<file path="config.mk">
export PLATFORM = sky130hd
export DESIGN_NAME = hazard_controller
export DESIGN_NICKNAME = d
export VERILOG_FILES = /design/src/rtl/hazard_controller.sv
export SDC_FILE = /design/constraint.sdc
export NUM_CORES = 1
export LEC_CHECK = 0
export ABC_CLOCK_PERIOD_IN_PS = 2900
export CAP_MARGIN = 20
export CORE_MARGIN = 3
export CORE_UTILIZATION = 35
export CTS_CLUSTER_SIZE = 28
export DETAILED_ROUTE_END_ITERATION = 7
export GPL_ROUTABILITY_DRIVEN = 0
export GPL_TIMING_DRIVEN = 0
export HOLD_SLACK_MARGIN = 0.05
export PLACE_DENSITY = 0.59
export SYNTH_ARGS = -nofsm -noshare
export SYNTH_HDL_FRONTEND = slang
export SYNTH_SLANG_ARGS = --single-unit
</file>
<file path="constraint.sdc">
create_clock -name iCLK -period 2.9 [get_ports iCLK]
set_input_delay 0.58 -clock iCLK [delete_from_list [all_inputs] [get_ports iCLK]]
set_output_delay 0.58 -clock iCLK [all_outputs]
set_load 0.02 [all_outputs]
</file>
<file path="src/rtl/hazard_controller.sv">
// Hazard sequencer for the 5-stage MIPS pipeline: covers load-use, branch-in-ID,
// HI/LO-while-busy and memory wait dependencies, plus a stall-cycle counter.
module hazard_controller #(
   parameter int MD_LATENCY = 32,
   parameter int CNT_W      = 6
) (
   input  logic        iCLK,
   input  logic        iRST,
   input  logic [4:0]  iID_NumRs,
   input  logic [4:0]  iID_NumRt,
   input  logic        iID_UsesRs,
   input  logic        iID_UsesRt,
   input  logic        iID_Branch,
   input  logic        iID_BranchTaken,
   input  logic        iID_HiLoAccess,
   input  logic [4:0]  iEX_NumRd,
   input  logic        iEX_RegWrite,
   input  logic        iEX_MemRead,
   input  logic        iEX_MDStart,
   input  logic [4:0]  iMEM_NumRd,
   input  logic        iMEM_MemRead,
   input  logic        iMemWait,
   output logic        oPCWrite,
   output logic        oIFIDWrite,
   output logic        oIDEXWrite,
   output logic        oEXMEMWrite,
   output logic        oMEMWBWrite,
   output logic        oIFIDFlush,
   output logic        oIDEXFlush,
   output logic        oMDBusy,
   output logic [31:0] oStallCycles
);

   typedef enum logic [0:0] {MD_IDLE = 1'b0, MD_BUSY = 1'b1} md_state_t;

   localparam logic [CNT_W-1:0] MD_LAT_C = CNT_W'(MD_LATENCY);

   md_state_t        state_r, state_nxt_s;
   logic [CNT_W-1:0] mdcnt_r, mdcnt_nxt_s;
   logic [31:0]      stall_cnt_r;
   logic             load_use_s, br_ex_s, br_mem_s, md_haz_s, stall_s;

   // A producer register only matters if it is non-zero and actually read in ID.
   function automatic logic src_match(input logic [4:0] dst, input logic [4:0] src,
                                      input logic uses);
      return uses && (src != 5'd0) && (dst == src);
   endfunction

   // Hazard detection terms.
   always_comb begin
      load_use_s = iEX_MemRead &&
                   (src_match(iEX_NumRd, iID_NumRs, iID_UsesRs) ||
                    src_match(iEX_NumRd, iID_NumRt, iID_UsesRt));
      br_ex_s    = iID_Branch && iEX_RegWrite &&
                   (src_match(iEX_NumRd, iID_NumRs, iID_UsesRs) ||
                    src_match(iEX_NumRd, iID_NumRt, iID_UsesRt));
      br_mem_s   = iID_Branch && iMEM_MemRead &&
                   (src_match(iMEM_NumRd, iID_NumRs, iID_UsesRs) ||
                    src_match(iMEM_NumRd, iID_NumRt, iID_UsesRt));
      md_haz_s   = (state_r == MD_BUSY) && iID_HiLoAccess;
      stall_s    = load_use_s || br_ex_s || br_mem_s || md_haz_s;
   end

   // Pipeline controls: reset forces run values, then freeze > stall > flush.
   always_comb begin
      oPCWrite    = 1'b1;
      oIFIDWrite  = 1'b1;
      oIDEXWrite  = 1'b1;
      oEXMEMWrite = 1'b1;
      oMEMWBWrite = 1'b1;
      oIFIDFlush  = 1'b0;
      oIDEXFlush  = 1'b0;
      if (iRST) begin
         oPCWrite = 1'b1;
      end else if (iMemWait) begin
         oPCWrite    = 1'b0;
         oIFIDWrite  = 1'b0;
         oIDEXWrite  = 1'b0;
         oEXMEMWrite = 1'b0;
         oMEMWBWrite = 1'b0;
      end else if (stall_s) begin
         oPCWrite   = 1'b0;
         oIFIDWrite = 1'b0;
         oIDEXFlush = 1'b1;
      end else if (iID_BranchTaken) begin
         oIFIDFlush = 1'b1;
      end else begin
         oIFIDFlush = 1'b0;
      end
   end

   // Mult/div busy tracker; runs through memory waits since the unit is independent.
   always_comb begin
      state_nxt_s = state_r;
      mdcnt_nxt_s = mdcnt_r;
      case (state_r)
         MD_IDLE: begin
            if (iEX_MDStart && !iMemWait) begin
               state_nxt_s = MD_BUSY;
               mdcnt_nxt_s = MD_LAT_C;
            end else begin
               state_nxt_s = MD_IDLE;
            end
         end
         MD_BUSY: begin
            if (iEX_MDStart) begin
               mdcnt_nxt_s = MD_LAT_C;
            end else if (mdcnt_r == {{(CNT_W-1){1'b0}}, 1'b1}) begin
               state_nxt_s = MD_IDLE;
               mdcnt_nxt_s = {CNT_W{1'b0}};
            end else begin
               mdcnt_nxt_s = mdcnt_r - {{(CNT_W-1){1'b0}}, 1'b1};
            end
         end
         default: begin
            state_nxt_s = MD_IDLE;
            mdcnt_nxt_s = {CNT_W{1'b0}};
         end
      endcase
   end

   // State, mult/div counter and stall-cycle counter registers.
   always_ff @(posedge iCLK) begin
      if (iRST) begin
         state_r     <= MD_IDLE;
         mdcnt_r     <= {CNT_W{1'b0}};
         stall_cnt_r <= 32'd0;
      end else begin
         state_r <= state_nxt_s;
         mdcnt_r <= mdcnt_nxt_s;
         if (!oPCWrite) begin
            stall_cnt_r <= stall_cnt_r + 32'd1;
         end else begin
            stall_cnt_r <= stall_cnt_r;
         end
      end
   end

   assign oMDBusy      = (state_r == MD_BUSY);
   assign oStallCycles = stall_cnt_r;

endmodule

</file>
# Yosys cells after proc, flatten, opt, wreduce, memory -nomap -nowiden
# Index checks and enable logic that the tools add are counted.
# totals
register_bits,39
# classes
n_addsub,2
eq_ne,6
n_mux,20
n_bitwise,1
n_reduce_logical,21
# op_table
operator,count
32-bit by 1-bit adder with 32-bit output (second input constant),1
5-bit equality test,4
6-bit two-way mux,3
1-bit two-way mux,15
1-bit logical AND,13
6-bit case mux with 2 select lines,1
5-bit nonzero test,2
6-bit by 1-bit equality test with 1-bit output (second input constant),1
6-bit by 1-bit subtractor with 6-bit output (second input constant),1
1-bit logical OR,5
2-bit != test (second input constant),1
1-bit case mux with 2 select lines,1
1-bit zero test,1
1-bit inverter,1

# Depth between registers and ports, before layout
# Gate-level depths: netlist of the first run.
# logic_depth
word_depth,11
depth_mapped,9
ltp_nobuf,7

# Worst setup path before layout of the first run
# Ideal clock, no wire load.
# synth_path
path_kind,input to output
startpoint,in iID_NumRs[1]
endpoint,out oIFIDFlush
arrival_time_ns,2.492
t_required_ns,2.320
slack_ns,-0.172
path_stages,7
path_buffers,2
path_cell_list,or4_1 > o21ai_0 > o221a_4 > buf_8 > buf_12 > nand2_1 > nor3b_1
# synth_via
elab_chain_cells,11
elab_cells_between_ends,17
classes_between,2 x eq/ne; 3 x mux; 12 x reduce/logical
# synth_rtl
element,line,rtl
from (decl),9,"input logic [4:0] iID_NumRs,"
5-bit nonzero test,46,return uses && (src != 5'd0) && (dst == src);
1-bit logical AND (2 in a row),46,
1-bit logical OR,"52, 55",
"1-bit logical AND, on equally long branches","51, 54",
1-bit logical OR,61,stall_s = load_use_s || br_ex_s || br_mem_s || md_haz_s;
1-bit logical OR * (2 in a row),61,
1-bit two-way mux *,81,end else if (stall_s) begin
1-bit two-way mux *,75,end else if (iMemWait) begin
1-bit two-way mux *,73,if (iRST) begin
to (decl),28,"output logic oIFIDFlush,"
# Every way passes the cells marked *; elsewhere a longest branch is shown, timed or not.

# Worst setup path in the final report of the first run
# layout_path
startpoint,in iID_NumRt[1]
endpoint,out oIFIDFlush
# layout_via
elab_chain_cells,11
elab_cells_between_ends,17
classes_between,2 x eq/ne; 3 x mux; 12 x reduce/logical
# layout_rtl
element,line,rtl
from (decl),10,"input logic [4:0] iID_NumRt,"
5-bit nonzero test,46,
1-bit logical AND (2 in a row),46,
1-bit logical OR,"52, 55",
"1-bit logical AND, on equally long branches","51, 54",
1-bit logical OR,61,
1-bit logical OR * (2 in a row),61,
1-bit two-way mux *,81,
1-bit two-way mux *,75,
1-bit two-way mux *,73,
# Marked as above.

==> flow_summary.ini, run 1 <==
[clocking]
holdBufCountCts = 0
cts-buffers-inserted = 5
cts-root-buf = clkbuf_8
cts.sinks = 39
clkSlewWorstSetupHoldPaths_ps = 80
h-tree-depth = 2
worstSkewPairLatency_ps = 290
cts.path.max_buffers = 2
cts_tree = built

[final_layout]
diodes = 0
multiInputGateArea_mm2 = 0.00186
drive_gt1_share_pct = 21.7
finalInstanceArea_mm2 = 0.00369
area_growth_pct = 38.2
final_nets = 430
fillers = 689
register_area_um2 = 781
final_util_pct = 50.4
final_cell_mix = 45 x nor2_1, 45 x clkdlybuf4s50_1, 39 x dfxtp_1

[power]
ir_drop_mv = 0.170
totalPowerFinal_w = 0.00117
pwr_density_cell_mw_per_mm2 = 318
leakagePower_nw = 1.36

[logic_synthesis]
yosys_warnings = 0
seq_area_frac_synth_pct = 29.2
synth_cell_types = 46
synth_area_mm2 = 0.00267
postSynthNetCount = 347
synth_top_cell_area_share_pct = 29.2
yosys_register_bits = 39
synth_area_per_cell_um2 = 8.57
synth_area_leader_cell = dfxtp_1
synthCells = 312
yosys-top-cells-area = dfxtp_1 29%, mux2_2 7.6%, nor2b_1 6.6%, xor2_1 6.6%, nor2_1 6.3%

[run_status]
status = completed

[setup_path]
worstSetupEndpointType = output port
path_class = primary input to output port
timing.rr.start = oStallCycles[13]
crit_path_cell_trace = clkdlybuf4s15_1, or4_4, o21ai_4, o221a_4, buf_12, nand2_4, nor3b_2, buf_4
worstPathBufferInverterCount = 3
startpoint_type = primary input
timing.critical_path.arrival_ps = 2250
crit_path_top_delay_cell = or4_4
path_delay_family = simple AND/OR/NAND/NOR gates
cp-startpoint = iID_NumRt[1]
cpPeakStageDelay_ps = 550
critPathRequiredTime_ps = 2320
path_max_fanout = 3

[die]
die_h_um = 93.4
num_rows = 31
core_mm2 = 0.00733
dieWidth_um = 93.4
dieArea_mm2 = 0.00872
ios = 72
initial_core_util_pct = 36.5

[job]
cap_violations = 0

[routing]
drtPass1Iterations = 4
ant_nets = 0
finalWirelength_um = 7160
drcViolationCount = 0
dr_total_vias = 2502
drt_iter0_drc = 81
met2_length_um = 3440
wl_met1_um = 3420
dr_wl_met3_um = 246
highest_layer = met4
route.detailed.wl_per_inst_um = 14.5
drt-vias-per-instance = 5.05

[timing]
clock_skew_ps = 10.8
tightest_slew_ps = 786
final_hold_viol_count = 0
max_slew_margin_pct = 47.6
finalCritPeriodShare_pct = 97.6
final.setup.tns_ps = 0
setup_violations = 0
slew_violations = 0
min_period_ps = 2830
max_freq_mhz = 353

[global_route]
antenna_found_initial = 0
grt_overflow = 0
grt_pass1_wl_um = 12100
grt_max_degree = 20
grt_pass1_vias = 2495
grt_util_all_layers_pct = 17.1

[placement]
dpl-instance-area_mm2 = 0.00350
port_buffers = 70
dp_hpwl_um = 5350

[hold_path]
min_from = mdcnt_r[5]
hp-class = flop to flop
-- registers in the layout, indices dropped and copies added, names as in the netlist --
signal,cells
oStallCycles,32
mdcnt_r,6
oMDBusy,1
-- area by class of cell --
| cell class | instances | share of cell area (%) |
|---|---|---|
| plain buffers | 18 | 2.85 |
| inverters | 7 | 0.711 |
| clock inverters | 2 | 0.339 |
| multi-input cells | 246 | 50.3 |
| flip-flops and latches | 39 | 21.1 |
| repair buffers | 78 | 19.3 |
| well taps | 99 | 3.35 |
| clock buffers | 6 | 1.96 |
-- routing by layer --
layer,up-vias,track usage (%)
met5,-,0
met4,0,4.03
met3,5,3.30
met2,42,28.5
met1,1191,22.7
li1,1264,-
-- worst register-to-register path, stage by stage (launching register included) --
cell	delay [ps]
dfxtp_1	440
and4_1	280
nand4_1	500
nor4_4	530
nand4_1	140
a21oi_1	170
mux2_2	340
-- cells by family after synthesis --
| kind of cell | synth area share, % |
|---|---|
| adders and majority gates | 1.40 |
| muxes | 13.5 |
| AOI/OAI and AO/OA | 14.9 |
| DFF | 29.2 |
| and+or+nand+nor | 28.0 |
| buffers and inverters | 5.48 |
| xor gates and xnor gates | 7.54 |
-- path summary, 6_finish.rpt --
check / endpoint / slack, ps / depth (start not counted)
max: oIFIDFlush / 70 / 8
min: mdcnt_r[5] / 490 / 2
max reg2reg: oStallCycles[31] / 400 / 6
min reg2reg: mdcnt_r[5] / 490 / 2
-- synthesized netlist by cell type, drive strengths merged --
cell type	n
a2111oi	10
a22oi	2
a211o	1
o221a	1
nor4	7
nand2	16
o21ai	4
and4	2
or4	3
nand4	8
nand2b	3
and2	2
xnor2	3
a211oi	6
clkinv	1
and3	3
nor4b	1
nand3b	1
clkbuf	12
o21bai	1
nand3	14
xor2	20
o221ai	1
nor2b	28
a21oi	21
inv	6
mux2	30
a21boi	1
nor3b	1
ha	3
nor2	45
buf	8
nor3	8
dfxtp	39
-- timing repair --
item,in CTS,in global routing
setup endpoints to repair,7,16
buffers inserted,5,3
gates resized for setup,56,22
pin swaps,11,12
-- through the flow --
stage	hold slack, ps	std cells	setup slack (ps)
after detailed placement	481	481	-1150
final	491	495	69.6
after global placement	483	481	-1140
after CTS	499	492	-70.1
after global routing	558	495	-9.88
after floorplan	455	312	-23.9
-- where the power goes --
group	switching, W	total, W	internal (W)	leakage (nW)
Combinational	0.000141	0.000254	0.000113	0.999
Clock	0.000192	0.000360	0.000168	0.0412
Sequential	0.0000138	0.000561	0.000547	0.316
Total	0.000346	0.00117	0.000828	1.36
(Power assumes the default switching activity.)
==> inputs of run 2 (changes only) <==
- ABC_CLOCK_PERIOD_IN_PS: 2900 -> 3200
- clock period: 2.9 -> 3.2 ns (I/O delays scaled with it)
==> run 2 against run 1 <==
Wire length grew 1.3%. Flip-flop and latch count unchanged. Highest routed layer unchanged. Clock skew is 4.4 ps higher. Register-to-register slack better by 370 ps. Critical path type unchanged. Count of clock-buffer cells in the layout stayed put. Power down 9.1%. Cell area fell by 1.1%. Sequential share of layout area rose by 0.24 points. Global-route usage up 0.15 points.
==> flow_summary.ini, run 2 (synthesis results as in run 1) <==
[run_status]
status = completed

[routing]
drt_iter0_drc = 49
route.detailed.wl_per_inst_um = 14.7
drcViolationCount = 0
ant_nets = 0
dr_total_vias = 2545
drt-vias-per-instance = 5.16
drtPass1Iterations = 4
finalWirelength_um = 7250

[power]
p_int_w = 0.000749
pwr_density_cell_mw_per_mm2 = 292
switchingPower_w = 0.000320
swShare_pct = 29.9
leakagePower_nw = 1.35
power_frac_seq_pct = 47.6
power_frac_clock_pct = 31.3
ir_drop_mv = 0.181
power_frac_comb_pct = 21.1

[setup_path]
crit_path_top_delay_cell = or4_1
critPathRequiredTime_ps = 2560
worstSetupEndpointType = output port
reg2reg_slack_ps = 770
timing.rr.start = oStallCycles[3]
startpoint_type = primary input
timing.critical_path.arrival_ps = 2530
cp_common_cell = buf_12
path_max_fanout = 10
crit_path_cell_trace = dlygate4sd2_1, or4_1, o21ai_2, o221a_4, buf_12, buf_12, nand2_2, nor3b_1, buf_2
cpPeakStageDelay_ps = 540
rr_worst_depth = 7
r2r_end = oStallCycles[24]
path_class = primary input to output port

[final_layout]
final_nets = 428
largest_register_ffs = 32
finalInstanceArea_mm2 = 0.00365
fillers = 694
multiInputGateArea_mm2 = 0.00181
drive_gt1_share_pct = 19.5
finalNonFillerCells = 493
area_growth_pct = 36.7
layout_commonest_cell = nor2_1
final_util_pct = 49.8
register_area_um2 = 781
diodes = 0
final_cell_mix = 45 x nor2_1, 44 x clkdlybuf4s50_1, 39 x dfxtp_1

[timing]
finalCritPeriodShare_pct = 99.0
final_hold_viol_count = 0
rsz0062_at_grt = yes
tightest_slew_ps = 653
min_period_ps = 3170
slew_violations = 0
final.setup.tns_ps = 0
hold_slack_ps = 501
clock_skew_ps = 15.1
setup_violations = 0
max_slew_margin_pct = 56.5
max_freq_mhz = 316

[die]
ios = 72
dieArea_mm2 = 0.00872
num_rows = 31
die_h_um = 93.4
core_mm2 = 0.00733
dieWidth_um = 93.4
initial_core_util_pct = 36.5

[clocking]
h-tree-depth = 2
cts.sinks = 39
cts-buffers-inserted = 5
worstSkewPairLatency_ps = 300
cts-root-buf = clkbuf_8
cts_tree = built
cts.path.max_buffers = 2
clkSlewWorstSetupHoldPaths_ps = 80
holdBufCountCts = 0

[global_route]
grt_pass1_wl_um = 12100
antenna_found_initial = 0
grt_overflow = 0
grt_max_degree = 20
grt_pass1_vias = 2575
grt_util_all_layers_pct = 17.3

[placement]
port_buffers = 70
dp_hpwl_um = 5440
dp.cells = 481
dpl-instance-area_mm2 = 0.00350

[hold_path]
hold_depth = 2
min_to = mdcnt_r[5]
min_from = mdcnt_r[5]
hp-class = flop to flop

[job]
cap_violations = 0
-- run 2: cell types whose count changed in the layout (fill, tap and decap cells not counted), sizes merged --
cell	before	now
clkbuf	22	17
clkdlybuf4s50	45	44
clkdlybuf4s15	4	0
buf	19	17
dlygate4sd2	11	21
-- run 2: cell type report --
type	count	area share, %
Sequential cell	39	21.4
Buffer	19	3.36
Timing Repair Buffer	75	19.3
Multi-Input combinational cell	246	49.6
Inverter	7	0.719
Clock inverter	2	0.343
Tap cell	99	3.39
Clock buffer	6	1.99
-- run 2: per-layer routing --
layer | GRT usage (%) | wire (µm) | share of wire (%)
met1 | 20.6 | 3160 | 44
met2 | 30.3 | 3690 | 51
met3 | 4.99 | 341 | 4.7
met4 | 4.15 | 66 | 0.91
met5 | 0 | 0 | 0
-- run 2: power groups by stage --
stage	registers [W]	logic [W]	clock network (W)
5_1_grt	0.000511	0.000249	0.000367
3_3_place_gp	0.000519	0.000219	0
3_5_place_dp	0.000520	0.000220	0
2_1_floorplan	0.000522	0.000122	0
4_1_cts	0.000509	0.000221	0.000349
6_report	0.000509	0.000225	0.000334
-- run 2: repair_timing --
item | in CTS | in global routing
pin swaps | 9 | 4
setup endpoints to repair | 7 | 4
gates resized for setup | 51 | 8
buffers inserted | 5 | 0
hold endpoints to repair | 0 | 0
-- run 2: critical path, delay by kind of cell --
family	cells	cell delay, ps
and+or+nand+nor	3	800
buffers and inverters	4	690
AOI/OAI and AO/OA	2	400
-- run 2: worst max path at each step --
stage	cells after the start	endpoint	slack (ps)	from
after global placement	9	oIFIDFlush	-950	iID_NumRs[1]
after CTS	10	oIFIDFlush	-6	iEX_NumRd[3]
after floorplan	7	oIFIDFlush	8	iID_NumRs[1]
after detailed placement	10	oPCWrite	-960	iID_NumRs[1]
final	9	oIFIDFlush	30	iID_NumRt[1]
after global routing	9	oIFIDFlush	-50	iID_NumRt[1]
-- run 2: per-stage QoR --
stage / worst slack, ps / total power (W)
5_1_grt: -50.3 / 0.00113
2_1_floorplan: 8.28 / 0.000644
3_5_place_dp: -961 / 0.000740
6_report: 31.3 / 0.00107
3_3_place_gp: -945 / 0.000738
4_1_cts: -5.51 / 0.00108
==> inputs of run 3 (changes only) <==
- CTS_BUF_LIST: not set -> sky130_fd_sc_hd__clkbuf_8
==> run 3 against run 2 <==
Global-route usage unchanged. Highest routed layer unchanged. Largest power group unchanged. Via count down 1.1%. Largest cell class unchanged. Die area unchanged. Clock skew about the same. Sequential share of layout area unchanged. Non-clock buffer count unchanged. Hold slack unchanged.
==> flow_summary.ini, run 3 (synthesis results as in run 1) <==
[hold_path]
hp-class = flop to flop
hold_depth = 2
min_from = mdcnt_r[5]
min_to = mdcnt_r[5]

[timing]
min_period_ps = 3170
max_slew_margin_pct = 54.9
slew_violations = 0
max_freq_mhz = 316
tightest_slew_ps = 677
finalCritPeriodShare_pct = 99.0
clock_skew_ps = 15.3
rsz0062_at_grt = yes
setup_violations = 0
final_hold_viol_count = 0

[global_route]
grt_util_all_layers_pct = 17.3
grt_pass1_wl_um = 12100
grt_overflow = 0
grt_max_degree = 20
antenna_found_initial = 0
grt_pass1_vias = 2575

[placement]
dp_hpwl_um = 5440
dpl-instance-area_mm2 = 0.00350
port_buffers = 70

[final_layout]
drive_gt1_share_pct = 19.5
final_cell_mix = 45 x nor2_1, 44 x clkdlybuf4s50_1, 39 x dfxtp_1
finalInstanceArea_mm2 = 0.00365
fillers = 694
diodes = 0
layout_commonest_cell = nor2_1
largest_register_ffs = 32
area_growth_pct = 36.7
final_nets = 428

[clocking]
cts_tree = built
cts-buffers-inserted = 5
h-tree-depth = 2
worstSkewPairLatency_ps = 300
holdBufCountCts = 0
cts.path.max_buffers = 2
cts.sinks = 39
clkSlewWorstSetupHoldPaths_ps = 80
cts-root-buf = clkbuf_8

[setup_path]
worstSetupEndpointType = output port
reg2reg_slack_ps = 780
timing.critical_path.arrival_ps = 2530
critPathRequiredTime_ps = 2560
path_class = primary input to output port
timing.rr.start = oStallCycles[13]
startpoint_type = primary input
rr_worst_depth = 6
r2r_end = oStallCycles[31]
path_max_fanout = 10

[power]
ir_drop_mv = 0.181
pwr_density_cell_mw_per_mm2 = 292
totalPowerFinal_w = 0.00107
leakagePower_nw = 1.35

[job]
cap_violations = 0

[run_status]
status = completed

[die]
initial_core_util_pct = 36.5
die_h_um = 93.4
ios = 72
dieArea_mm2 = 0.00872
num_rows = 31
dieWidth_um = 93.4
core_mm2 = 0.00733

[routing]
ant_nets = 0
drcViolationCount = 0
finalWirelength_um = 7260
drt_iter0_drc = 51
route.detailed.wl_per_inst_um = 14.7
dr_total_vias = 2518
drtPass1Iterations = 4
drt-vias-per-instance = 5.11
run 3: cell count changes in the layout (fill, tap and decap cells not counted):
cell	change
clkbuf_1	-1
inv_1	+1
run 3: power by group:
group	switching [W]	internal, W
Sequential	0.0000130	0.000496
Clock	0.000182	0.000149
Combinational	0.000126	0.000100
run 3: metal layers:
metal	track usage [%]	wire length (µm)	vias up
li1	-	-	1268
met1	20.6	3170	1195
met2	30.3	3690	51
met3	4.99	344	4
met4	4.15	51	0
met5	0	0	-
run 3: worst max path at each step:
| stage | from | end | depth (start not counted) |
|---|---|---|---|
| final | iID_NumRt[1] | oIFIDFlush | 9 |
| after global routing | iID_NumRt[1] | oIFIDFlush | 9 |
| after CTS | iEX_NumRd[3] | oIFIDFlush | 10 |
| after detailed placement | iID_NumRs[1] | oPCWrite | 10 |
| after global placement | iID_NumRs[1] | oIFIDFlush | 9 |
| after floorplan | iID_NumRs[1] | oIFIDFlush | 7 |
run 3: per-stage QoR:
step | TNS, ps | setup WS (ps) | utilization [%] | instances | hold WS (ps)
after global routing | -96.2 | -50.3 | 49.8 | 493 | 545
after floorplan | 0 | 8.28 | - | 312 | 455
after global placement | -3820 | -945 | 47.7 | 481 | 481
final | 0 | 30.9 | 49.8 | 493 | 501
after CTS | -5.51 | -5.51 | 49.3 | 493 | 504
after detailed placement | -3840 | -961 | 47.7 | 481 | 485
run 3: critical path: stages:
cell and delay (ps):
dlygate4sd2_1 280, or4_1 540, o21ai_2 170, o221a_4 230
buf_12 100, buf_12 120, nand2_2 70, nor3b_1 190
buf_2 190
run 3: area by class of cell:
cell class,instances,area (µm²),share of cell area (%)
clock buffer,5,68.8,1.88
buffer,19,123,3.36
clock inverter,3,16.3,0.445
timing repair buffer,75,703,19.3
sequential,39,781,21.4
inverter,7,26.3,0.719
multi-input combinational,246,1810,49.6
tap,99,124,3.39
run 3: repair_timing:
action,CTS,global route
pin swaps,9,4
setup endpoints to repair,7,4
gates resized for setup,51,8
setup buffers,5,0
hold endpoints to repair,0,0
cloned,0,0
